### config.mk
export PLATFORM = sky130hd
export DESIGN_NAME = vme_cycle_master
export DESIGN_NICKNAME = d
export VERILOG_FILES = /design/src/rtl/vme_cycle_master.sv
export SDC_FILE = /design/constraint.sdc
export NUM_CORES = 1
export LEC_CHECK = 0
export ABC_AREA = 0
export BUFFER_PORTS_ARGS = -buffer_cell sky130_fd_sc_hd__buf_4
export CORE_ASPECT_RATIO = 1.75
export CORE_MARGIN = 2
export CORE_UTILIZATION = 40
export DETAILED_ROUTE_END_ITERATION = 12
export HOLD_SLACK_MARGIN = 0.15
export PLACE_DENSITY = 0.7
export SLEW_MARGIN = 5
export SYNTH_ARGS = -nofsm -noshare
export SYNTH_HDL_FRONTEND = slang
export SYNTH_SLANG_ARGS = --single-unit
### constraint.sdc
create_clock -name clk -period 3.3 [get_ports clk]
set_input_delay 0 -clock clk [delete_from_list [all_inputs] [get_ports clk]]
set_output_delay 0 -clock clk [all_outputs]
set_load 0.05 [all_outputs]
### src/rtl/vme_cycle_master.sv
// ---------------------------------------------------------------------------
// vme_cycle_master
//
// Executes one VME single-word bus cycle per command word. A command is taken
// from start/vme_cmd_reg/vme_dat_reg_in while vme_cmd_rd is high. The block
// then drives address, address modifier and (for writes) data through a setup
// phase, asserts the strobes, waits for the slave to acknowledge (or signal a
// bus error, or time out), releases the strobes, waits for the slave to let go,
// and finally reports status plus read data on vme_dat_reg_out with a
// one-cycle vme_dat_wr pulse.
//
// Ports:
//   clk, rst_n        clock; synchronous active-low reset
//   start             command valid, taken only while vme_cmd_rd=1
//   vme_cmd_reg       [15:0] offset, [23:16] board, [24] write, [25] read
//   vme_dat_reg_in    write data, low 16 bits used
//   vme_cmd_rd        ready for a command (IDLE)
//   vme_dat_wr        one-cycle result strobe
//   vme_dat_reg_out   [31] timeout, [30] bus error, [29] illegal, [15:0] data
//   vme_addr/vme_am   bus address and address modifier
//   vme_data_out/oe   bus write data and its output enable
//   vme_data_in       bus read data
//   vme_write_b       bus direction, low for writes
//   vme_as_b/vme_ds_b address and data strobes, active low
//   vme_dtack_b       slave acknowledge, asynchronous, active low
//   vme_berr_b        bus error, asynchronous, active low
// ---------------------------------------------------------------------------
module vme_cycle_master #(
    parameter int unsigned SETUP_CYC = 2,
    parameter int unsigned TIMEOUT   = 255,
    parameter logic [5:0]  AM        = 6'h39
) (
    input  logic        clk,
    input  logic        rst_n,
    input  logic        start,
    input  logic [31:0] vme_cmd_reg,
    input  logic [31:0] vme_dat_reg_in,
    output logic        vme_cmd_rd,
    output logic        vme_dat_wr,
    output logic [31:0] vme_dat_reg_out,
    output logic [23:0] vme_addr,
    output logic [5:0]  vme_am,
    output logic [15:0] vme_data_out,
    output logic        vme_data_oe,
    input  logic [15:0] vme_data_in,
    output logic        vme_write_b,
    output logic        vme_as_b,
    output logic [1:0]  vme_ds_b,
    input  logic        vme_dtack_b,
    input  logic        vme_berr_b
);

    typedef enum logic [2:0] {
        IDLE    = 3'd0,
        SETUP   = 3'd1,
        STROBE  = 3'd2,
        RELEASE = 3'd3,
        DONE    = 3'd4
    } state_t;

    localparam logic [7:0] SETUP_LAST = 8'(SETUP_CYC - 1);
    localparam logic [7:0] TO_LAST    = 8'(TIMEOUT - 1);

    state_t      state;
    state_t      state_nx;

    logic        dtack_p0;
    logic        dtack_p1;
    logic        berr_p0;
    logic        berr_p1;

    logic [7:0]  cnt;
    logic [7:0]  cnt_nx;
    logic [7:0]  cnt_inc;

    logic        is_write;
    logic        flag_to;
    logic        flag_be;
    logic        flag_il;
    logic [15:0] rdata;

    logic        accept;
    logic        legal_cmd;
    logic        cmd_write;
    logic        set_to;
    logic        set_be;
    logic        cap_rd;
    logic        write_nx;
    logic        flag_to_nx;
    logic        flag_be_nx;
    logic        flag_il_nx;
    logic [15:0] rdata_nx;
    logic        active_nx;
    logic [15:0] result_data;

    // Command bits that carry no meaning for this block.
    logic        unused_bits;
    assign unused_bits = ^{vme_cmd_reg[31:26], vme_dat_reg_in[31:16]};

    // Read wins over write when both direction bits are set.
    assign legal_cmd = vme_cmd_reg[25] | vme_cmd_reg[24];
    assign cmd_write = ~vme_cmd_reg[25] & vme_cmd_reg[24];

    // Wait counter saturates instead of wrapping.
    assign cnt_inc = (cnt == 8'hFF) ? cnt : cnt + 8'd1;

    // ---- stage p0/p1: two-flop synchronizers for the asynchronous slave lines
    always_ff @(posedge clk) begin
        if (!rst_n) begin
            dtack_p0 <= 1'b1;
            dtack_p1 <= 1'b1;
            berr_p0  <= 1'b1;
            berr_p1  <= 1'b1;
        end else begin
            dtack_p0 <= vme_dtack_b;
            dtack_p1 <= dtack_p0;
            berr_p0  <= vme_berr_b;
            berr_p1  <= berr_p0;
        end
    end

    // ---- state register
    always_ff @(posedge clk) begin
        if (!rst_n) begin
            state <= IDLE;
            cnt   <= 8'd0;
        end else begin
            state <= state_nx;
            cnt   <= cnt_nx;
        end
    end

    // ---- next-state logic
    always_comb begin
        state_nx = state;
        cnt_nx   = cnt;
        accept   = 1'b0;
        set_to   = 1'b0;
        set_be   = 1'b0;
        cap_rd   = 1'b0;
        case (state)
            IDLE: begin
                cnt_nx = 8'd0;
                if (start) begin
                    accept   = 1'b1;
                    state_nx = legal_cmd ? SETUP : DONE;
                end
            end
            SETUP: begin
                if (cnt == SETUP_LAST) begin
                    state_nx = STROBE;
                    cnt_nx   = 8'd0;
                end else begin
                    cnt_nx = cnt_inc;
                end
            end
            STROBE: begin
                // Bus error is examined first so it dominates a simultaneous ack.
                if (!berr_p1) begin
                    set_be   = 1'b1;
                    state_nx = RELEASE;
                    cnt_nx   = 8'd0;
                end else if (!dtack_p1) begin
                    cap_rd   = ~is_write;
                    state_nx = RELEASE;
                    cnt_nx   = 8'd0;
                end else if (cnt == TO_LAST) begin
                    set_to   = 1'b1;
                    state_nx = RELEASE;
                    cnt_nx   = 8'd0;
                end else begin
                    cnt_nx = cnt_inc;
                end
            end
            RELEASE: begin
                if (dtack_p1 && berr_p1) begin
                    state_nx = DONE;
                    cnt_nx   = 8'd0;
                end else if (cnt == TO_LAST) begin
                    set_to   = 1'b1;
                    state_nx = DONE;
                    cnt_nx   = 8'd0;
                end else begin
                    cnt_nx = cnt_inc;
                end
            end
            DONE: begin
                state_nx = IDLE;
                cnt_nx   = 8'd0;
            end
            default: begin
                state_nx = IDLE;
                cnt_nx   = 8'd0;
            end
        endcase
    end

    // Next values of the per-command context; a new command clears it.
    always_comb begin
        write_nx   = accept ? cmd_write  : is_write;
        flag_to_nx = accept ? 1'b0       : (flag_to | set_to);
        flag_be_nx = accept ? 1'b0       : (flag_be | set_be);
        flag_il_nx = accept ? ~legal_cmd : flag_il;
        rdata_nx   = accept ? 16'h0000   : (cap_rd ? vme_data_in : rdata);
        active_nx  = (state_nx == SETUP) || (state_nx == STROBE) ||
                     (state_nx == RELEASE);
        // Any error condition suppresses the data field.
        result_data = (flag_to_nx | flag_be_nx | flag_il_nx) ? 16'h0000 : rdata_nx;
    end

    // ---- output stage: bus and host-side outputs registered from next state
    always_ff @(posedge clk) begin
        if (!rst_n) begin
            is_write        <= 1'b0;
            flag_to         <= 1'b0;
            flag_be         <= 1'b0;
            flag_il         <= 1'b0;
            rdata           <= 16'h0000;
            vme_cmd_rd      <= 1'b1;
            vme_dat_wr      <= 1'b0;
            vme_dat_reg_out <= 32'h0000_0000;
            vme_addr        <= 24'h00_0000;
            vme_am          <= 6'h00;
            vme_data_out    <= 16'h0000;
            vme_data_oe     <= 1'b0;
            vme_write_b     <= 1'b1;
            vme_as_b        <= 1'b1;
            vme_ds_b        <= 2'b11;
        end else begin
            is_write <= write_nx;
            flag_to  <= flag_to_nx;
            flag_be  <= flag_be_nx;
            flag_il  <= flag_il_nx;
            rdata    <= rdata_nx;

            if (accept && legal_cmd) begin
                vme_addr     <= vme_cmd_reg[23:0];
                vme_data_out <= cmd_write ? vme_dat_reg_in[15:0] : 16'h0000;
            end

            vme_cmd_rd  <= (state_nx == IDLE);
            vme_dat_wr  <= (state_nx == DONE);
            vme_am      <= active_nx ? AM : 6'h00;
            vme_data_oe <= active_nx & write_nx;
            vme_write_b <= ~(active_nx & write_nx);
            vme_as_b    <= (state_nx != STROBE);
            vme_ds_b    <= {2{state_nx != STROBE}};

            if (state_nx == DONE) begin
                vme_dat_reg_out <= {flag_to_nx, flag_be_nx, flag_il_nx, 13'h0000,
                                    result_data};
            end
        end
    end

endmodule

==> flow_metrics.env, run 1 <==
export IMPL_vias=3633
export IMPL_cp_cell_sequence="inv_1, ha_1, and3_1, a21boi_0, o21ai_2, nor2_1, o221a_1"
export IMPL_hold_viol_final=0
export IMPL_synth_seq_area_share_pct=50.8
export IMPL_max_stage_delay_ns=0.55
export IMPL_synth_area_leaders="dfxtp_1, nand2_1, nor2_1, a21oi_1, mux2i_1"
export IMPL_avgSynthCellArea_sq_um=9.23
export IMPL_ys_ff_latch=100
export IMPL_startpoint="cnt[0]$_SDFF_PN0_"
export IMPL_core_area_sq_mm=0.00973
export IMPL_final_setup_viol_count=0
export IMPL_crit_family="compound AO/OA/AOI/OAI gates"
export IMPL_drt_initial_drc_count=127
export IMPL_crit_end="vme_dat_reg_out[10]$_SDFFE_PN0P_"
export IMPL_grt_max_degree=60
export IMPL_worst_pin_slew_ns=1.01
export IMPL_routed_via_density=4.95
export IMPL_multiInputGateArea_sq_mm=0.00172
export IMPL_clock_sinks=100
export IMPL_grt_pass1_wl_um=16700
export IMPL_synth_top_cell_by_area="dfxtp_1"
export IMPL_nets=693
export IMPL_clock_root_buffer="clkbuf_16"
export IMPL_cts_tree="yes"
export IMPL_area_growth_pct=47.9
export IMPL_leakage_nw=2.64
export IMPL_place_gp_congestion=0.778
export IMPL_p_switching_mw=0.772
export IMPL_r2r_slack_ns=0.80
export IMPL_slew_headroom_pct=32.6
export IMPL_grt_pass1_vias=3594
export IMPL_cp_data_required_time_ns=3.58
export IMPL_final_cell_area_sq_mm=0.00583
export IMPL_clock_path_buffers=2
export IMPL_antenna_found_initial=0
export IMPL_setup_tns_ns=0
export IMPL_crit_buf_inv=1
export IMPL_p_seq_share_pct=45.2
export IMPL_yosysWarnings=0
export IMPL_port_buffers=132
export IMPL_track_usage_pct=19.8
export IMPL_dp_hpwl_um=6850
export IMPL_maxSlewViolCount=0
export IMPL_fmax_mhz=400
export IMPL_drc=0
export IMPL_rows=48
export IMPL_cp_max_fo=19
export IMPL_holdWs_ns=0.171
export IMPL_synth_cell_area_sq_mm=0.00394
export IMPL_clock_skew_ns=0.00514
export IMPL_chipHeight_um=135
export IMPL_place_area_sq_mm=0.00490
export IMPL_clkTransAtPathRegs_ns=0.07
export IMPL_hp_class="input pin to flop"
export IMPL_seqCellArea_sq_mm=0.00200
export IMPL_cp_start_kind="flop"
export IMPL_ant_nets=0
export IMPL_maxCapViolCount=0
export IMPL_synth_edf_count=0
export IMPL_fin_crit_sh_pct=75.7
export IMPL_outcome="finished clean"
export IMPL_ios=170
export IMPL_worstPathArrival_ns=2.78
export IMPL_synth_top_area_share_pct=50.8
export IMPL_async_flop_share_pct=0
export IMPL_gr_total_overflow=0
export IMPL_wirelength_um=10500
export IMPL_crit_slowest_cell="nor2_1"
export IMPL_synth_cell_type_count=52
export IMPL_initial_utilization_pct=40.5
export IMPL_clockPowerShare_pct=36.6
export IMPL_comb_power_share_pct=18.2
export IMPL_clkLatencyLatePin_ns=0.34
export IMPL_drive_gt1_share_pct=26.8
export IMPL_htreeDepth=3
export IMPL_postCtsSetupBuffers=0
export IMPL_rsz0062_at_grt="false"
export IMPL_timing_rr_start="cnt[0]$_SDFF_PN0_"
export IMPL_postLayoutCoreUtil_pct=59.9
export IMPL_p_int_mw=2.04
export IMPL_cp_depth=7
export IMPL_synth_flop_cell="dfxtp_1"
export IMPL_ir_drop_uv=300
export IMPL_dr_pass1_iters=5
export IMPL_cp_end_kind="flop"
export IMPL_power_density_mw_per_mm2=483
export IMPL_diodes=0
export IMPL_dieArea_sq_mm=0.0107
export IMPL_fill_cells=826
export IMPL_reg2reg_depth=7
export IMPL_r2r_end="vme_dat_reg_out[10]$_SDFFE_PN0P_"
export IMPL_critPathKind="flop to flop"
export IMPL_synth_cells=427
export IMPL_period_needed_ns=2.50
export IMPL_netSwitchingFraction_pct=27.4
export IMPL_routedWlPerCell_um=14.3
export IMPL_power_mw=2.81
export IMPL_cts_buffers=9
export IMPL_die_width_um=79.0
==> cell type report <==
cell class              instances  area share (%)
clock buffers                  11            4.16
clock inverters                 4           0.859
inverters                       6           0.386
multi-input cells             291            29.5
flip-flops and latches        100            34.3
well taps                     125            2.68
repair buffers                197            28.1
==> stage by stage <==
step	instances	setup slack, ns
after detailed placement	656	0.886
after global routing	734	0.601
final	734	0.801
after CTS	734	0.827
after floorplan	441	1.28
after global placement	656	0.948
==> worst register-to-register path, cell delays in order, from the launching register on <==
cell and delay, ns:
dfxtp_1 0.41, inv_1 0.07, ha_1 0.21, and3_1 0.21
a21boi_0 0.36, o21ai_2 0.33, nor2_1 0.56, o221a_1 0.30
==> cells in the final DEF (no fill, tap or decap), drive strengths merged, types with 14 or more instances in the layout <==
cell type / netlist / routed
buf: 27 / 134
dfxtp: 100 / 100
nand2: 65 / 65
dlygate4sd3: 0 / 63
nor2: 53 / 53
a21oi: 34 / 34
mux2i: 16 / 16
a22oi: 16 / 16
conb: 1 / 15
nor3: 14 / 14
==> state kept, by name, indices dropped and copies added (netlist names), 3 cells and up <==
register,flops
cnt,8
rdata,16
state,3
vme_addr,24
vme_dat_reg_out,19
vme_data_out,16
==> per-layer routing <==
layer,up-vias,routed length (um),global-route usage [%]
met5,-,0,0
met2,122,5540,36.3
li1,1810,-,-
met4,0,294,9.58
met1,1675,4180,21.3
met3,26,495,3.60
==> cell families (layout without fill, tap and decap cells) <==
logic type / count (synthesis) / count (layout) / share of synthesized area (%)
simple gates: 165 / 165 / 19.8
flops: 100 / 100 / 50.8
compound gates: 89 / 89 / 16.5
buf+inv: 50 / 218 / 7.18
mux: 16 / 16 / 4.06
fa+ha+maj: 3 / 3 / 0.953
xor+xnor: 3 / 3 / 0.667
other cells: 1 / 15 / 0.0952
==> cells in the mapped netlist (3+ instances only) <==
library cell    n
inv_1           6
mux2i_1        16
buf_1           3
clkbuf_1       17
a211oi_1        5
nand2b_1        4
nand3_1         4
ha_1            3
nor2_1         51
buf_4          21
a41o_1          7
nand2_1        65
nor3_1         13
a22oi_1        16
dfxtp_1       100
a21oi_1        34
and3_1          9
o221a_1         8
==> power groups by stage <==
stage / clock [mW] / sequential (mW) / combinational [mW]
finish: 1.03 / 1.27 / 0.511
global route: 1.11 / 1.28 / 0.545
CTS: 1.06 / 1.27 / 0.510
detailed placement: 0 / 1.30 / 0.450
global placement: 0 / 1.30 / 0.442
floorplan: 0 / 1.41 / 0.206
==> timing repair <==
| item | 4_1_cts | 5_1_grt |
|---|---|---|
| gates resized for setup | 0 | 0 |
| hold buffers | 63 | 0 |
| endpoints found under the hold margin | 79 | 0 |
==> worst min path at each step <==
stage | from | endpoint | slack [ns] | cells after the start
final | vme_cmd_reg[25] | vme_data_out[8]$_SDFFE_PN0P_ | 0.17 | 4
after global routing | vme_cmd_reg[25] | vme_data_out[13]$_SDFFE_PN0P_ | 0.19 | 4
after CTS | vme_cmd_reg[25] | vme_data_out[11]$_SDFFE_PN0P_ | 0.16 | 4
after detailed placement | vme_dtack_b | dtack_p0$_SDFF_PN1_ | 0.19 | 2
after global placement | vme_berr_b | berr_p0$_SDFF_PN1_ | 0.19 | 2
after floorplan | vme_berr_b | berr_p0$_SDFF_PN1_ | 0.10 | 1
Note: power is estimated with default switching activity, not from simulation.
==> run 2: changes to the inputs <==
--- a/config.mk
+++ b/config.mk
@@ -12,7 +12,7 @@
 export CORE_UTILIZATION = 40
 export DETAILED_ROUTE_END_ITERATION = 12
 export HOLD_SLACK_MARGIN = 0.15
-export PLACE_DENSITY = 0.7
+export PLACE_DENSITY = 0.73
 export SLEW_MARGIN = 5
 export SYNTH_ARGS = -nofsm -noshare
 export SYNTH_HDL_FRONTEND = slang
==> constraint.sdc (replaced) <==
create_clock -name clk -period 2.25 [get_ports clk]
set_input_delay 0 -clock clk [delete_from_list [all_inputs] [get_ports clk]]
set_output_delay 0 -clock clk [all_outputs]
set_load 0.05 [all_outputs]
==> run 2 against run 1 <==
Maximum frequency rose by 17%. Worst hold slack improved by 0.15 ns. Worst setup slack got worse by 0.68 ns. Largest cell class unchanged.
==> flow_metrics.env, run 2 (synthesis gave the netlist of run 1 again) <==
export IMPL_outcome="finished clean"
export IMPL_cp_start_kind="flop"
export IMPL_clkLatencyLatePin_ns=0.34
export IMPL_cts_buffers=9
export IMPL_setup_tns_ns=0
export IMPL_final_setup_viol_count=0
export IMPL_nets=702
export IMPL_drt_initial_drc_count=137
export IMPL_stdcell_count=743
export IMPL_ir_drop_uv=418
export IMPL_power_density_mw_per_mm2=704
export IMPL_routed_via_density=4.92
export IMPL_crit_family="buffers and inverters"
export IMPL_chipHeight_um=135
export IMPL_top_regs="vme_addr: 24 flops, vme_dat_reg_out: 19 flops"
export IMPL_mostFrequentLayoutCells="buf_4, dfxtp_1, nand2_1"
export IMPL_mostFrequentLayoutCell="buf_4"
export IMPL_dp_cells=664
export IMPL_clock_root_buffer="clkbuf_16"
export IMPL_critPathKind="flop to flop"
export IMPL_startpoint="state[0]$_SDFF_PN0_"
export IMPL_rows=48
export IMPL_track_usage_pct=19.5
export IMPL_maxSlewViolCount=0
export IMPL_maxCapViolCount=0
export IMPL_cp_cell_sequence="nor4b_2, buf_4, nand3b_1, dlygate4sd3_1, a221o_1"
export IMPL_port_buffers=132
export IMPL_antenna_found_initial=0
export IMPL_hold_viol_final=0
export IMPL_place_area_sq_mm=0.00497
export IMPL_crit_end="vme_write_b$_SDFF_PN1_"
export IMPL_r2r_end="vme_write_b$_SDFF_PN1_"
export IMPL_cts_resized=0
export IMPL_postCtsSetupBuffers=0
export IMPL_cp_data_required_time_ns=2.48
export IMPL_dr_pass1_iters=4
export IMPL_worst_pin_slew_ns=1.01
export IMPL_ant_nets=0
export IMPL_clkTransAtPathRegs_ns=0.06
export IMPL_cp_end_kind="flop"
export IMPL_clock_path_buffers=2
export IMPL_crit_slowest_cell="dlygate4sd3_1"
export IMPL_top_register="vme_addr"
export IMPL_routedWlPerCell_um=14.0
export IMPL_hp_class="input pin to flop"
export IMPL_fmax_mhz=469
export IMPL_slew_headroom_pct=32.6
export IMPL_rsz0062_at_grt="false"
export IMPL_drc=0
export IMPL_vias=3654
export IMPL_drive_gt1_share_pct=27.7
export IMPL_min_from="start"
export IMPL_grt_pass1_wl_um=16400
export IMPL_dieArea_sq_mm=0.0107
export IMPL_crit_buf_inv=2
export IMPL_period_needed_ns=2.13
export IMPL_dp_hpwl_um=7050
export IMPL_grt_max_degree=41
export IMPL_area_growth_pct=50.1
export IMPL_cp_depth=5
export IMPL_place_gp_congestion=0.802
export IMPL_max_stage_delay_ns=0.60
export IMPL_initial_utilization_pct=40.5
export IMPL_fin_crit_sh_pct=94.8
export IMPL_largest_register_ffs=24
export IMPL_grt_pass1_vias=3515
export IMPL_wirelength_um=10400
export IMPL_gr_total_overflow=0
export IMPL_leakage_nw=2.69
export IMPL_clock_sinks=100
export IMPL_power_mw=4.16
export IMPL_final_cell_area_sq_mm=0.00592
export IMPL_die_width_um=79.0
export IMPL_reg2reg_depth=5
export IMPL_r2r_slack_ns=0.12
export IMPL_cts_tree="yes"
export IMPL_holdWs_ns=0.318
export IMPL_cp_max_fo=20
export IMPL_diodes=0
export IMPL_holdBufCountCts=64
export IMPL_htreeDepth=3
export IMPL_worstPathArrival_ns=2.36
export IMPL_clock_skew_ns=0.00787
export IMPL_timing_rr_start="state[0]$_SDFF_PN0_"
export IMPL_ios=170
export IMPL_core_area_sq_mm=0.00973
==> run 2: how the worst min path moves through the flow <==
| stage | end | slack (ns) | cells past startpoint |
|---|---|---|---|
| 5_1_grt | is_write$_SDFF_PN0_ | 0.35 | 4 |
| 6_report | is_write$_SDFF_PN0_ | 0.32 | 4 |
| 3_5_place_dp | dtack_p0$_SDFF_PN1_ | 0.19 | 2 |
| 4_1_cts | is_write$_SDFF_PN0_ | 0.30 | 4 |
| 3_3_place_gp | berr_p0$_SDFF_PN1_ | 0.19 | 2 |
| 2_1_floorplan | berr_p0$_SDFF_PN1_ | 0.10 | 1 |
==> run 2: cell type report <==
cell class,instances,area (sq um)
Timing Repair Buffer,206,1710
Clock buffer,12,256
Fill cell,819,3810
Tap cell,125,156
Inverter,6,22.5
Sequential cell,100,2000
Multi-Input combinational cell,291,1730
Clock inverter,3,46.3
==> run 2: where the power goes <==
group	leakage (nW)	internal [mW]	switching [mW]
Clock	0.145	0.918	0.621
Combinational	1.73	0.289	0.470
Sequential	0.812	1.83	0.0371
==> run 2: worst reg2reg max path, cell delays in order, from the launching register on <==
cell and delay [ns]:
dfxtp_1 0.40, nor4b_2 0.32, buf_4 0.29, nand3b_1 0.11, dlygate4sd3_1 0.60, a221o_1 0.29
==> run 2: metrics by stage <==
step	util [%]	setup WS, ns
2_1_floorplan	-	0.227
3_3_place_gp	51.1	0.250
3_5_place_dp	51.1	0.186
4_1_cts	60.8	0.132
5_1_grt	60.8	0.0101
6_report	60.8	0.116
==> run 2: routing by layer <==
metal	share of wire (%)	vias to the layer above	GRT usage [%]
li1	-	1831	-
met1	39	1687	21.1
met2	54	129	36.2
met3	6.2	7	4.27
met4	1.2	0	7.28
met5	0	-	0
==> run 3: changes to the inputs <==
--- a/config.mk
+++ b/config.mk
@@ -13,6 +13,7 @@
 export DETAILED_ROUTE_END_ITERATION = 12
 export HOLD_SLACK_MARGIN = 0.15
 export PLACE_DENSITY = 0.73
+export SETUP_SLACK_MARGIN = 0.3
 export SLEW_MARGIN = 5
 export SYNTH_ARGS = -nofsm -noshare
 export SYNTH_HDL_FRONTEND = slang
==> run 3 against run 2 <==
Global-route usage is 1.1 points higher. Power is 7.1% higher. Sequential power hardly changed. Via count is 2.8% higher. Largest cell class unchanged. Maximum frequency is 14% higher. Die area stayed put.
==> flow_metrics.env, run 3 (synthesis gave the netlist of run 1 again) <==
export IMPL_ir_drop_uv=458
export IMPL_min_from="start"
export IMPL_clock_root_buffer="clkbuf_16"
export IMPL_cp_end_kind="flop"
export IMPL_slew_headroom_pct=39.8
export IMPL_drc=0
export IMPL_clock_skew_ns=0.00674
export IMPL_final_setup_viol_count=0
export IMPL_cts_tree="yes"
export IMPL_largest_register_ffs=24
export IMPL_hp_class="input pin to flop"
export IMPL_clkTransAtPathRegs_ns=0.06
export IMPL_min_delay_path_depth=4
export IMPL_drive_gt1_share_pct=29.5
export IMPL_reg2reg_depth=6
export IMPL_final_cell_area_sq_mm=0.00603
export IMPL_power_density_mw_per_mm2=740
export IMPL_rsz0062_at_grt="false"
export IMPL_dr_pass1_iters=4
export IMPL_cp_start_kind="flop"
export IMPL_worst_pin_slew_ns=0.903
export IMPL_htreeDepth=3
export IMPL_leakage_nw=2.75
export IMPL_nets=705
export IMPL_timing_rr_start="state[2]$_SDFF_PN0_"
export IMPL_diodes=0
export IMPL_mostFrequentLayoutCells="buf_4, dfxtp_1, nand2_1"
export IMPL_clock_path_buffers=2
export IMPL_drt_initial_drc_count=192
export IMPL_initial_utilization_pct=40.5
export IMPL_wirelength_um=10900
export IMPL_chipHeight_um=135
export IMPL_port_buffers=132
export IMPL_ant_nets=0
export IMPL_hold_end="rdata[14]$_SDFF_PN0_"
export IMPL_outcome="finished clean"
export IMPL_maxCapViolCount=0
export IMPL_core_area_sq_mm=0.00973
export IMPL_setup_tns_ns=0
export IMPL_clkLatencyLatePin_ns=0.33
export IMPL_area_growth_pct=53.0
export IMPL_critPathKind="flop to flop"
export IMPL_grt_max_degree=28
export IMPL_hold_viol_final=0
export IMPL_maxSlewViolCount=0
export IMPL_top_register="vme_addr"
export IMPL_antenna_found_initial=0
export IMPL_place_gp_congestion=0.876
export IMPL_ios=170
export IMPL_dieArea_sq_mm=0.0107
export IMPL_fmax_mhz=533
export IMPL_cts_buffers=9
export IMPL_cp_max_fo=8
export IMPL_dp_hpwl_um=7210
export IMPL_routedWlPerCell_um=14.6
export IMPL_worstPathArrival_ns=2.16
export IMPL_r2r_end="vme_dat_reg_out[7]$_SDFFE_PN0P_"
export IMPL_routed_via_density=5.03
export IMPL_clock_sinks=100
export IMPL_cp_data_required_time_ns=2.53
export IMPL_grt_pass1_wl_um=17500
export IMPL_die_width_um=79.0
export IMPL_top_regs="vme_addr: 24 flops, vme_dat_reg_out: 19 flops"
export IMPL_period_needed_ns=1.88
export IMPL_track_usage_pct=20.5
export IMPL_place_area_sq_mm=0.00497
export IMPL_fin_crit_sh_pct=83.5
export IMPL_gr_total_overflow=0
export IMPL_fill_cells=805
export IMPL_grt_pass1_vias=3918
export IMPL_r2r_slack_ns=0.37
export IMPL_vias=3755
export IMPL_mostFrequentLayoutCell="buf_4"
export IMPL_rows=48
run 3: metrics by stage:
step / utilization (%) / power [mW] / setup WS, ns / std cells / hold WS (ns)
after floorplan: - / 2.37 / 0.316 / 441 / 0.101
after global placement: 51.1 / 2.56 / 0.299 / 665 / 0.184
after detailed placement: 51.1 / 2.57 / 0.273 / 665 / 0.189
after CTS: 61.4 / 4.48 / 0.325 / 745 / 0.314
after global routing: 62.0 / 4.63 / 0.303 / 746 / 0.299
final: 62.0 / 4.46 / 0.372 / 746 / 0.280
run 3: final cells by class:
cell class / count / area (sq um) / share of cell area (%)
sequential: 100 / 2010 / 33.3
tap: 125 / 156 / 2.59
timing repair buffer: 209 / 1730 / 28.7
inverter: 6 / 22.5 / 0.374
clock buffer: 10 / 229 / 3.80
multi-input combinational: 291 / 1760 / 29.2
clock inverter: 5 / 125 / 2.08
run 3: critical path, stage by stage (launching register included):
cell and delay [ns]:
dfxtp_1 0.39, or4b_4 0.62, nor2_8 0.17, nor2_4 0.07, o31ai_4 0.20, buf_4 0.19, o221a_1 0.18
run 3: report_power, final:
group          switching [mW]  internal [mW]  total [mW]
clock                   0.620           1.19        1.81
combinational           0.481          0.302       0.783
sequential             0.0383           1.83        1.87
total                    1.14           3.32        4.46
run 3: worst max-delay path by stage:
stage | to | slack [ns] | cells after the start | start
floorplan | vme_dat_reg_out[6]$_SDFFE_PN0P_ | 0.32 | 8 | cnt[0]$_SDFF_PN0_
global placement | vme_dat_reg_out[7]$_SDFFE_PN0P_ | 0.30 | 5 | state[0]$_SDFF_PN0_
detailed placement | vme_dat_reg_out[2]$_SDFFE_PN0P_ | 0.27 | 5 | state[0]$_SDFF_PN0_
CTS | vme_dat_reg_out[2]$_SDFFE_PN0P_ | 0.32 | 8 | cnt[0]$_SDFF_PN0_
global route | vme_write_b$_SDFF_PN1_ | 0.30 | 7 | cnt[0]$_SDFF_PN0_
finish | vme_dat_reg_out[7]$_SDFFE_PN0P_ | 0.37 | 6 | state[2]$_SDFF_PN0_
run 3: what timing repair did:
action	in CTS	in global routing
resized for setup	3	11
hold buffers	63	0
pin swaps	2	4
endpoints found under the setup margin	12	31
buffers inserted	2	1
gates cloned	0	0
endpoints found under the hold margin	80	0
run 3: metal layers:
| layer | global-route usage [%] | vias to the layer above | part of all wire [%] |
|---|---|---|---|
| li1 | - | 1830 | - |
| met1 | 21.0 | 1745 | 38 |
| met2 | 37.9 | 152 | 52 |
| met3 | 4.60 | 28 | 5.7 |
| met4 | 11.0 | 0 | 3.7 |
| met5 | 0 | - | 0 |
